### src/rtl/ber_link_sequencer_if.sv
// Host/datapath bundle for the BER sequencer: run control, recovered bit stream, status and counts.
// No flow control: one optional bit per cycle qualified by rx_bit_valid; status is level, done is a pulse.
interface ber_link_sequencer_if #(
  parameter int CNT_W = 16
);
  logic             start;
  logic             abort;
  logic             rx_bit;
  logic             rx_bit_valid;
  logic             tx_en;
  logic             rx_en;
  logic             busy;
  logic             locked;
  logic             done;
  logic             sync_fail;
  logic [CNT_W-1:0] bit_count;
  logic [CNT_W-1:0] err_count;

  modport master (
    output start, abort, rx_bit, rx_bit_valid,
    input  tx_en, rx_en, busy, locked, done, sync_fail, bit_count, err_count
  );

  modport slave (
    input  start, abort, rx_bit, rx_bit_valid,
    output tx_en, rx_en, busy, locked, done, sync_fail, bit_count, err_count
  );
endinterface

### src/rtl/ber_link_sequencer.sv
// Runs one BER measurement: warm-up, LFSR self-sync, then error counting over a fixed window; status is registered state.
// Invalid cycles stall all shifting/counting; BER_LOSS_OF_SYNC_EN adds re-sync on a burst of consecutive errors.
module ber_link_sequencer #(
  parameter int                LFSR_W      = 7,
  parameter logic [LFSR_W-1:0] TAP_MASK    = 7'b1100000,
  parameter int                WARMUP_CYC  = 64,
  parameter int                LOCK_BITS   = 32,
  parameter int                MAX_RETRY   = 3,
  parameter int                WINDOW_BITS = 1024,
  parameter int                CNT_W       = 16
`ifdef BER_LOSS_OF_SYNC_EN
  , parameter int              LOS_THRESH  = 8
`endif
) (
  input  logic                  sys_clk,
  input  logic                  sys_rst_n,
  ber_link_sequencer_if.slave   bus
);

  localparam int WARM_W  = (WARMUP_CYC > 1) ? $clog2(WARMUP_CYC) : 1;
  localparam int SEED_W  = $clog2(LFSR_W + 1);
  localparam int LOCK_W  = (LOCK_BITS > 1) ? $clog2(LOCK_BITS) : 1;
  localparam int RETRY_W = (MAX_RETRY > 0) ? $clog2(MAX_RETRY + 1) : 1;
  localparam longint CNT_MAX = (64'd1 << CNT_W) - 1;
  // A window wider than the counter ends the run when bit_count saturates.
  localparam longint WIN_END = (WINDOW_BITS > CNT_MAX) ? CNT_MAX : longint'(WINDOW_BITS);
  localparam logic [CNT_W-1:0] WIN_LAST = CNT_W'(WIN_END - 1);

  typedef enum logic [2:0] {
    S_IDLE, S_WARMUP, S_SEED, S_VERIFY, S_MEASURE, S_DONE
  } state_t;

  state_t             state, state_nxt;
  logic [LFSR_W-1:0]  lfsr;
  logic [WARM_W-1:0]  warm_cnt;
  logic [SEED_W-1:0]  seed_cnt;
  logic [LOCK_W-1:0]  lock_cnt;
  logic [RETRY_W-1:0] retry;
  logic [CNT_W-1:0]   bit_count_q, err_count_q;
  logic               sync_fail_q;

  logic               pred, mismatch;
  logic [LFSR_W-1:0]  shift_rx, shift_pred;
  logic               fail_attempt, fail_final, los_trip;

`ifdef BER_LOSS_OF_SYNC_EN
  localparam int LOS_W = (LOS_THRESH > 1) ? $clog2(LOS_THRESH) : 1;
  logic [LOS_W-1:0]   los_cnt;
`endif

  assign pred       = ^(lfsr & TAP_MASK);
  assign mismatch   = bus.rx_bit != pred;
  assign shift_rx   = {lfsr[LFSR_W-2:0], bus.rx_bit};
  assign shift_pred = {lfsr[LFSR_W-2:0], pred};

  always_comb begin
    state_nxt    = state;
    fail_attempt = 1'b0;
    fail_final   = 1'b0;
    los_trip     = 1'b0;
    case (state)
      S_IDLE:   if (bus.start) state_nxt = S_WARMUP;
      S_WARMUP: if (warm_cnt == WARM_W'(WARMUP_CYC - 1)) state_nxt = S_SEED;
      S_SEED: begin
        if (bus.rx_bit_valid && seed_cnt == SEED_W'(LFSR_W - 1)) begin
          // An all-zero seed is the LFSR lock-up state and can never track the stream.
          if (|shift_rx) state_nxt = S_VERIFY;
          else           fail_attempt = 1'b1;
        end
      end
      S_VERIFY: begin
        if (bus.rx_bit_valid) begin
          if (mismatch)                               fail_attempt = 1'b1;
          else if (lock_cnt == LOCK_W'(LOCK_BITS - 1)) state_nxt = S_MEASURE;
        end
      end
      S_MEASURE: begin
        if (bus.rx_bit_valid) begin
          if (bit_count_q == WIN_LAST) begin
            state_nxt = S_DONE;
          end
`ifdef BER_LOSS_OF_SYNC_EN
          else if (mismatch && los_cnt == LOS_W'(LOS_THRESH - 1)) begin
            state_nxt = S_SEED;
            los_trip  = 1'b1;
          end
`endif
        end
      end
      S_DONE:   state_nxt = S_IDLE;
      default:  state_nxt = S_IDLE;
    endcase

    if (fail_attempt) begin
      fail_final = retry >= RETRY_W'(MAX_RETRY);
      state_nxt  = fail_final ? S_DONE : S_SEED;
    end

    if (bus.abort) begin
      state_nxt    = S_IDLE;
      fail_attempt = 1'b0;
      fail_final   = 1'b0;
      los_trip     = 1'b0;
    end
  end

  always_ff @(posedge sys_clk) begin
    if (!sys_rst_n) begin
      state       <= S_IDLE;
      lfsr        <= '0;
      warm_cnt    <= '0;
      seed_cnt    <= '0;
      lock_cnt    <= '0;
      retry       <= '0;
      bit_count_q <= '0;
      err_count_q <= '0;
      sync_fail_q <= 1'b0;
`ifdef BER_LOSS_OF_SYNC_EN
      los_cnt     <= '0;
`endif
    end else begin
      state <= state_nxt;
      if (!bus.abort) begin
        case (state)
          S_IDLE: begin
            warm_cnt <= '0;
            if (bus.start) begin
              bit_count_q <= '0;
              err_count_q <= '0;
              sync_fail_q <= 1'b0;
              retry       <= '0;
            end
          end
          S_WARMUP: begin
            warm_cnt <= warm_cnt + WARM_W'(1);
            seed_cnt <= '0;
          end
          S_SEED: begin
            if (bus.rx_bit_valid) begin
              lfsr     <= shift_rx;
              seed_cnt <= seed_cnt + SEED_W'(1);
              lock_cnt <= '0;
            end
          end
          S_VERIFY: begin
            if (bus.rx_bit_valid) begin
              lfsr     <= shift_pred;
              lock_cnt <= lock_cnt + LOCK_W'(1);
`ifdef BER_LOSS_OF_SYNC_EN
              los_cnt  <= '0;
`endif
            end
          end
          S_MEASURE: begin
            if (bus.rx_bit_valid) begin
              lfsr        <= shift_pred;
              bit_count_q <= bit_count_q + CNT_W'(1);
              if (mismatch && err_count_q != '1) err_count_q <= err_count_q + CNT_W'(1);
`ifdef BER_LOSS_OF_SYNC_EN
              los_cnt     <= mismatch ? los_cnt + LOS_W'(1) : '0;
`endif
            end
          end
          default: ;
        endcase

        if (fail_attempt) begin
          seed_cnt <= '0;
          if (fail_final) sync_fail_q <= 1'b1;
          else            retry       <= retry + RETRY_W'(1);
        end
        if (los_trip) begin
          seed_cnt <= '0;
          retry    <= '0;
        end
      end
    end
  end

  assign bus.tx_en     = (state == S_WARMUP) || (state == S_SEED) ||
                         (state == S_VERIFY) || (state == S_MEASURE);
  assign bus.rx_en     = bus.tx_en;
  assign bus.busy      = state != S_IDLE;
  assign bus.locked    = state == S_MEASURE;
  assign bus.done      = state == S_DONE;
  assign bus.sync_fail = sync_fail_q;
  assign bus.bit_count = bit_count_q;
  assign bus.err_count = err_count_q;

endmodule

### src/flat_wrapper.sv
// flat-port wrapper written by rule: the top's interface ports become plain ports
module ber_link_sequencer_flat 
#(
  parameter int                LFSR_W      = 7,
  parameter logic [LFSR_W-1:0] TAP_MASK    = 7'b1100000,
  parameter int                WARMUP_CYC  = 64,
  parameter int                LOCK_BITS   = 32,
  parameter int                MAX_RETRY   = 3,
  parameter int                WINDOW_BITS = 1024,
  parameter int                CNT_W       = 16

)
  (sys_clk, sys_rst_n, bus_start, bus_abort, bus_rx_bit, bus_rx_bit_valid, bus_tx_en, bus_rx_en, bus_busy, bus_locked, bus_done, bus_sync_fail, bus_bit_count, bus_err_count);
  ber_link_sequencer_if #(.CNT_W(CNT_W)) bus_i ();
  input  logic sys_clk;
  input  logic sys_rst_n;
  input wire logic [$bits(bus_i.start)-1:0] bus_start;
  input wire logic [$bits(bus_i.abort)-1:0] bus_abort;
  input wire logic [$bits(bus_i.rx_bit)-1:0] bus_rx_bit;
  input wire logic [$bits(bus_i.rx_bit_valid)-1:0] bus_rx_bit_valid;
  output wire logic [$bits(bus_i.tx_en)-1:0] bus_tx_en;
  output wire logic [$bits(bus_i.rx_en)-1:0] bus_rx_en;
  output wire logic [$bits(bus_i.busy)-1:0] bus_busy;
  output wire logic [$bits(bus_i.locked)-1:0] bus_locked;
  output wire logic [$bits(bus_i.done)-1:0] bus_done;
  output wire logic [$bits(bus_i.sync_fail)-1:0] bus_sync_fail;
  output wire logic [$bits(bus_i.bit_count)-1:0] bus_bit_count;
  output wire logic [$bits(bus_i.err_count)-1:0] bus_err_count;
  assign bus_i.start = bus_start;
  assign bus_i.abort = bus_abort;
  assign bus_i.rx_bit = bus_rx_bit;
  assign bus_i.rx_bit_valid = bus_rx_bit_valid;
  assign bus_tx_en = bus_i.tx_en;
  assign bus_rx_en = bus_i.rx_en;
  assign bus_busy = bus_i.busy;
  assign bus_locked = bus_i.locked;
  assign bus_done = bus_i.done;
  assign bus_sync_fail = bus_i.sync_fail;
  assign bus_bit_count = bus_i.bit_count;
  assign bus_err_count = bus_i.err_count;
  ber_link_sequencer #(.LFSR_W(LFSR_W), .TAP_MASK(TAP_MASK), .WARMUP_CYC(WARMUP_CYC), .LOCK_BITS(LOCK_BITS), .MAX_RETRY(MAX_RETRY), .WINDOW_BITS(WINDOW_BITS), .CNT_W(CNT_W)) u_core (.sys_clk(sys_clk), .sys_rst_n(sys_rst_n), .bus(bus_i));
endmodule
### config.mk
export PLATFORM = sky130hd
export DESIGN_NAME = ber_link_sequencer_flat
export DESIGN_NICKNAME = d
export VERILOG_FILES = /design/src/rtl/ber_link_sequencer_if.sv /design/src/rtl/ber_link_sequencer.sv /design/src/flat_wrapper.sv
export SDC_FILE = /design/constraint.sdc
export NUM_CORES = 1
export LEC_CHECK = 0
export CAP_MARGIN = 10
export CORE_UTILIZATION = 59
export DETAILED_ROUTE_END_ITERATION = 7
export PLACE_DENSITY = 0.83
export SYNTH_ARGS = -nofsm -noshare
export SYNTH_HDL_FRONTEND = slang
export SYNTH_SLANG_ARGS = --single-unit
### constraint.sdc
create_clock -name sys_clk -period 4.18 [get_ports sys_clk]
set_input_delay 0.836 -clock sys_clk [delete_from_list [all_inputs] [get_ports sys_clk]]
set_output_delay 0.836 -clock sys_clk [all_outputs]
set_load 0.05 [all_outputs]
==> metrics.cfg <==
[synth]
synth_compound_area_frac = 0.167
synth_xor_area_frac = 0.0493
syn_inst = 382
synth_area_mm2 = 0.00315
async_flop_share = 0
synthAdderAreaFrac = 0.0318
synthMostInstantiatedCell = dfxtp_1
yosysTopAreaCell = dfxtp_1
synth-seq-cells = 59
synth-main-ff-cell = dfxtp_1
synth_top_family_by_area = simple AND/OR/NAND/NOR gates
syn_avg_cell_area_um2 = 8.24
synth_common_cells = 59 x dfxtp_1, 39 x nand2_1, 33 x nor2_1, 23 x a21oi_1, 23 x o21ai_0
yosys_warnings = 0
ys_seq_area_frac = 0.375
yosys-top-cells-area = dfxtp_1 38%, mux2i_1 4.8%, nand2_1 4.7%, nor2_1 3.9%, a21oi_1 3.7%
synth_edf_count = 0
synth_top_cell_area_share = 0.375
synth_mux_area_frac = 0.0620
yosys.area_share.simple = 0.275
synthDistinctLibCells = 54
synth.net_count = 396

[routing]
wire_per_inst_um = 14.8
antenna_left = 0
drc = 0
drt_wl_total_um = 7320
vias = 2964
avgViaCountPerCell = 5.99
drtPass1Iterations = 6
drt-initial-drc-count = 169

[clocking]
cts-root-buf = clkbuf_8
cts_hold_buf = 0
clk-insertion-delay-late_ps = 350
cts_inserted_buffers = 9
cts_tree = done
cts_buffer_depth = 2
clk_pin_slew_worst_paths_ps = 70
cts_resized = 0
cts-htree-levels = 3
clock-sinks = 59
postCtsSetupBuffers = 0

[worst_setup_path]
cp_data_required_time_ps = 3340
path_max_fanout = 17
crit_path_start = u_core.state[1]
reg2regPathDepth = 6
end_kind = output port
critPathCapture = bus_locked
crit_path_top_delay_cell = clkdlybuf4s50_1
startpoint_type = flop
path_class = reg2out
crit_chain = or3b_1 > clkinv_1 > clkdlybuf4s50_1
cpPeakStageDelay_ps = 840
r2r_slack_ps = 1720
worstPathArrival_ps = 2440
reg2reg_to = u_core.bus.err_count[11]
rr_startpoint = u_core.bus.err_count[0]

[sta]
slew_viol_final = 0
layout_setup_ws_ps = 902
final.setup_skew_ps = 8.44
post-route-period-util = 0.784
setup_viol = 0
relSlewSlack = 0.474
worst_pin_slew_ps = 788
max_freq_mhz = 305
hold_viol_final = 0
rsz0062_at_grt = no
fin_crit_ps = 3280
tns_ps = 0

[global_route]
grtUsageTotal = 0.277
grt_max_degree = 38
antenna_found_initial = 0
grt_pass1_vias = 2597
grt_overflow_total = 0
grt_pass1_wl_um = 11800

[final_layout]
layout.nets = 434
syn2layout_area_growth_pct = 21.5
drive_gt1_frac = 0.0635
layoutNonFillerInstCount = 495
diodes = 0

[placement]
place_inst = 479
preCtsSetupSlack_ps = 923
place_hpwl_um = 4980
io_buffer_count = 43
gp_congestion = 0.854

[die]
die_height_um = 75.0
dieArea_mm2 = 0.00563
die_w_um = 75.0
rows = 26
coreArea_mm2 = 0.00511
initial_core_util = 0.616
io_pins = 44

[pwr]
ir_drop_mv = 0.214
power.density_mw_per_mm2 = 321
p_leak_nw = 1.36

[hold_path]
hold_path.class = reg2reg

[status]
status = completed

[run]
maxCapViolCount = 0

[layout make-up]
type	count	area (um^2)
Clock inverter	7	92.6
Fill cell	419	1280
Timing Repair Buffer	47	460
Multi-Input combinational cell	293	1840
Tap cell	70	87.6
Inverter	10	37.5
Clock buffer	9	124
Sequential cell	59	1180
[power by group]
group | internal [W] | switching [W] | total, W
combinational | 0.0000293 | 0.0000588 | 0.0000881
clock | 0.000333 | 0.000239 | 0.000572
sequential | 0.000565 | 0.00000364 | 0.000569
total | 0.000927 | 0.000301 | 0.00123
[placed cells by master, fill, tap and decap left out, types with 3 or more instances in the layout]
cell type         n
xnor2_1           7
inv_1             9
clkbuf_8          9
and2_1            6
clkinvlp_4        3
a2111o_1          4
o21a_1            4
a21oi_1          23
xor2_1            8
ha_1              8
a2111oi_0         4
nand3_1          19
mux2_2            4
nor3_1           13
or4_1             6
nand2b_1         10
buf_4             4
o22ai_1           3
and3_1            6
dfxtp_1          59
a31oi_1           3
nor2b_1           4
nand2_1          39
mux2i_1          15
a221oi_1          3
o21ai_0          23
clkdlybuf4s50_1  43
or3_1             9
nand4_1           9
nor2_1           33
[worst max-delay path: cells and delay by family (launching register included)]
family | cells | cell delay [ps]
flops | 1 | 460
simple gates | 1 | 570
buf+inv | 2 | 1060
[kinds of logic (layout without fill, tap and decap cells)]
family | count (synthesis) | in the layout
AO/OA/AOI/OAI | 82 | 82
XOR/XNOR | 16 | 16
buffers and inverters | 30 | 73
flip-flops | 59 | 59
adder cells (fa/ha/maj) | 8 | 8
multiplexers | 19 | 19
AND/OR/NAND/NOR | 168 | 168
[routing by layer]
layer | wire length, um | vias to the layer above | global-route usage
met5 | 0 | - | 0
met4 | 94 | 0 | 0.111
met3 | 461 | 11 | 0.0629
met2 | 3470 | 120 | 0.439
met1 | 3290 | 1363 | 0.366
li1 | - | 1470 | -
[through the flow]
step                      hold WS (ps)  power, W  area [um^2]  utilization
after floorplan                    436  0.000644         3150            -
after global placement             442  0.000666         3610        0.707
after detailed placement           450  0.000668         3610        0.707
after CTS                          478   0.00123         3820        0.749
after global routing               504   0.00127         3820        0.749
final                              483   0.00123         3820        0.749
[state kept, by name, summed over array words and instances (netlist names)]
signal	flops
u_core.state	3
u_core.warm_cnt	6
u_core.bus.err_count	16
u_core.lfsr	7
u_core.retry	2
u_core.bus.bit_count	16
u_core.bus.sync_fail	1
u_core.lock_cnt	5
u_core.seed_cnt	3
[worst min path at each step]
stage | startpoint | end | slack, ps | cells after the start
after floorplan | u_core.lock_cnt[4] | u_core.lock_cnt[4] | 440 | 2
final | u_core.lock_cnt[1] | u_core.lock_cnt[1] | 480 | 2
after detailed placement | u_core.lock_cnt[4] | u_core.lock_cnt[4] | 450 | 2
after global routing | u_core.lock_cnt[4] | u_core.lock_cnt[4] | 500 | 2
after CTS | u_core.lock_cnt[4] | u_core.lock_cnt[4] | 480 | 2
after global placement | u_core.lock_cnt[4] | u_core.lock_cnt[4] | 440 | 2
Power figures use the tool's default switching activity.
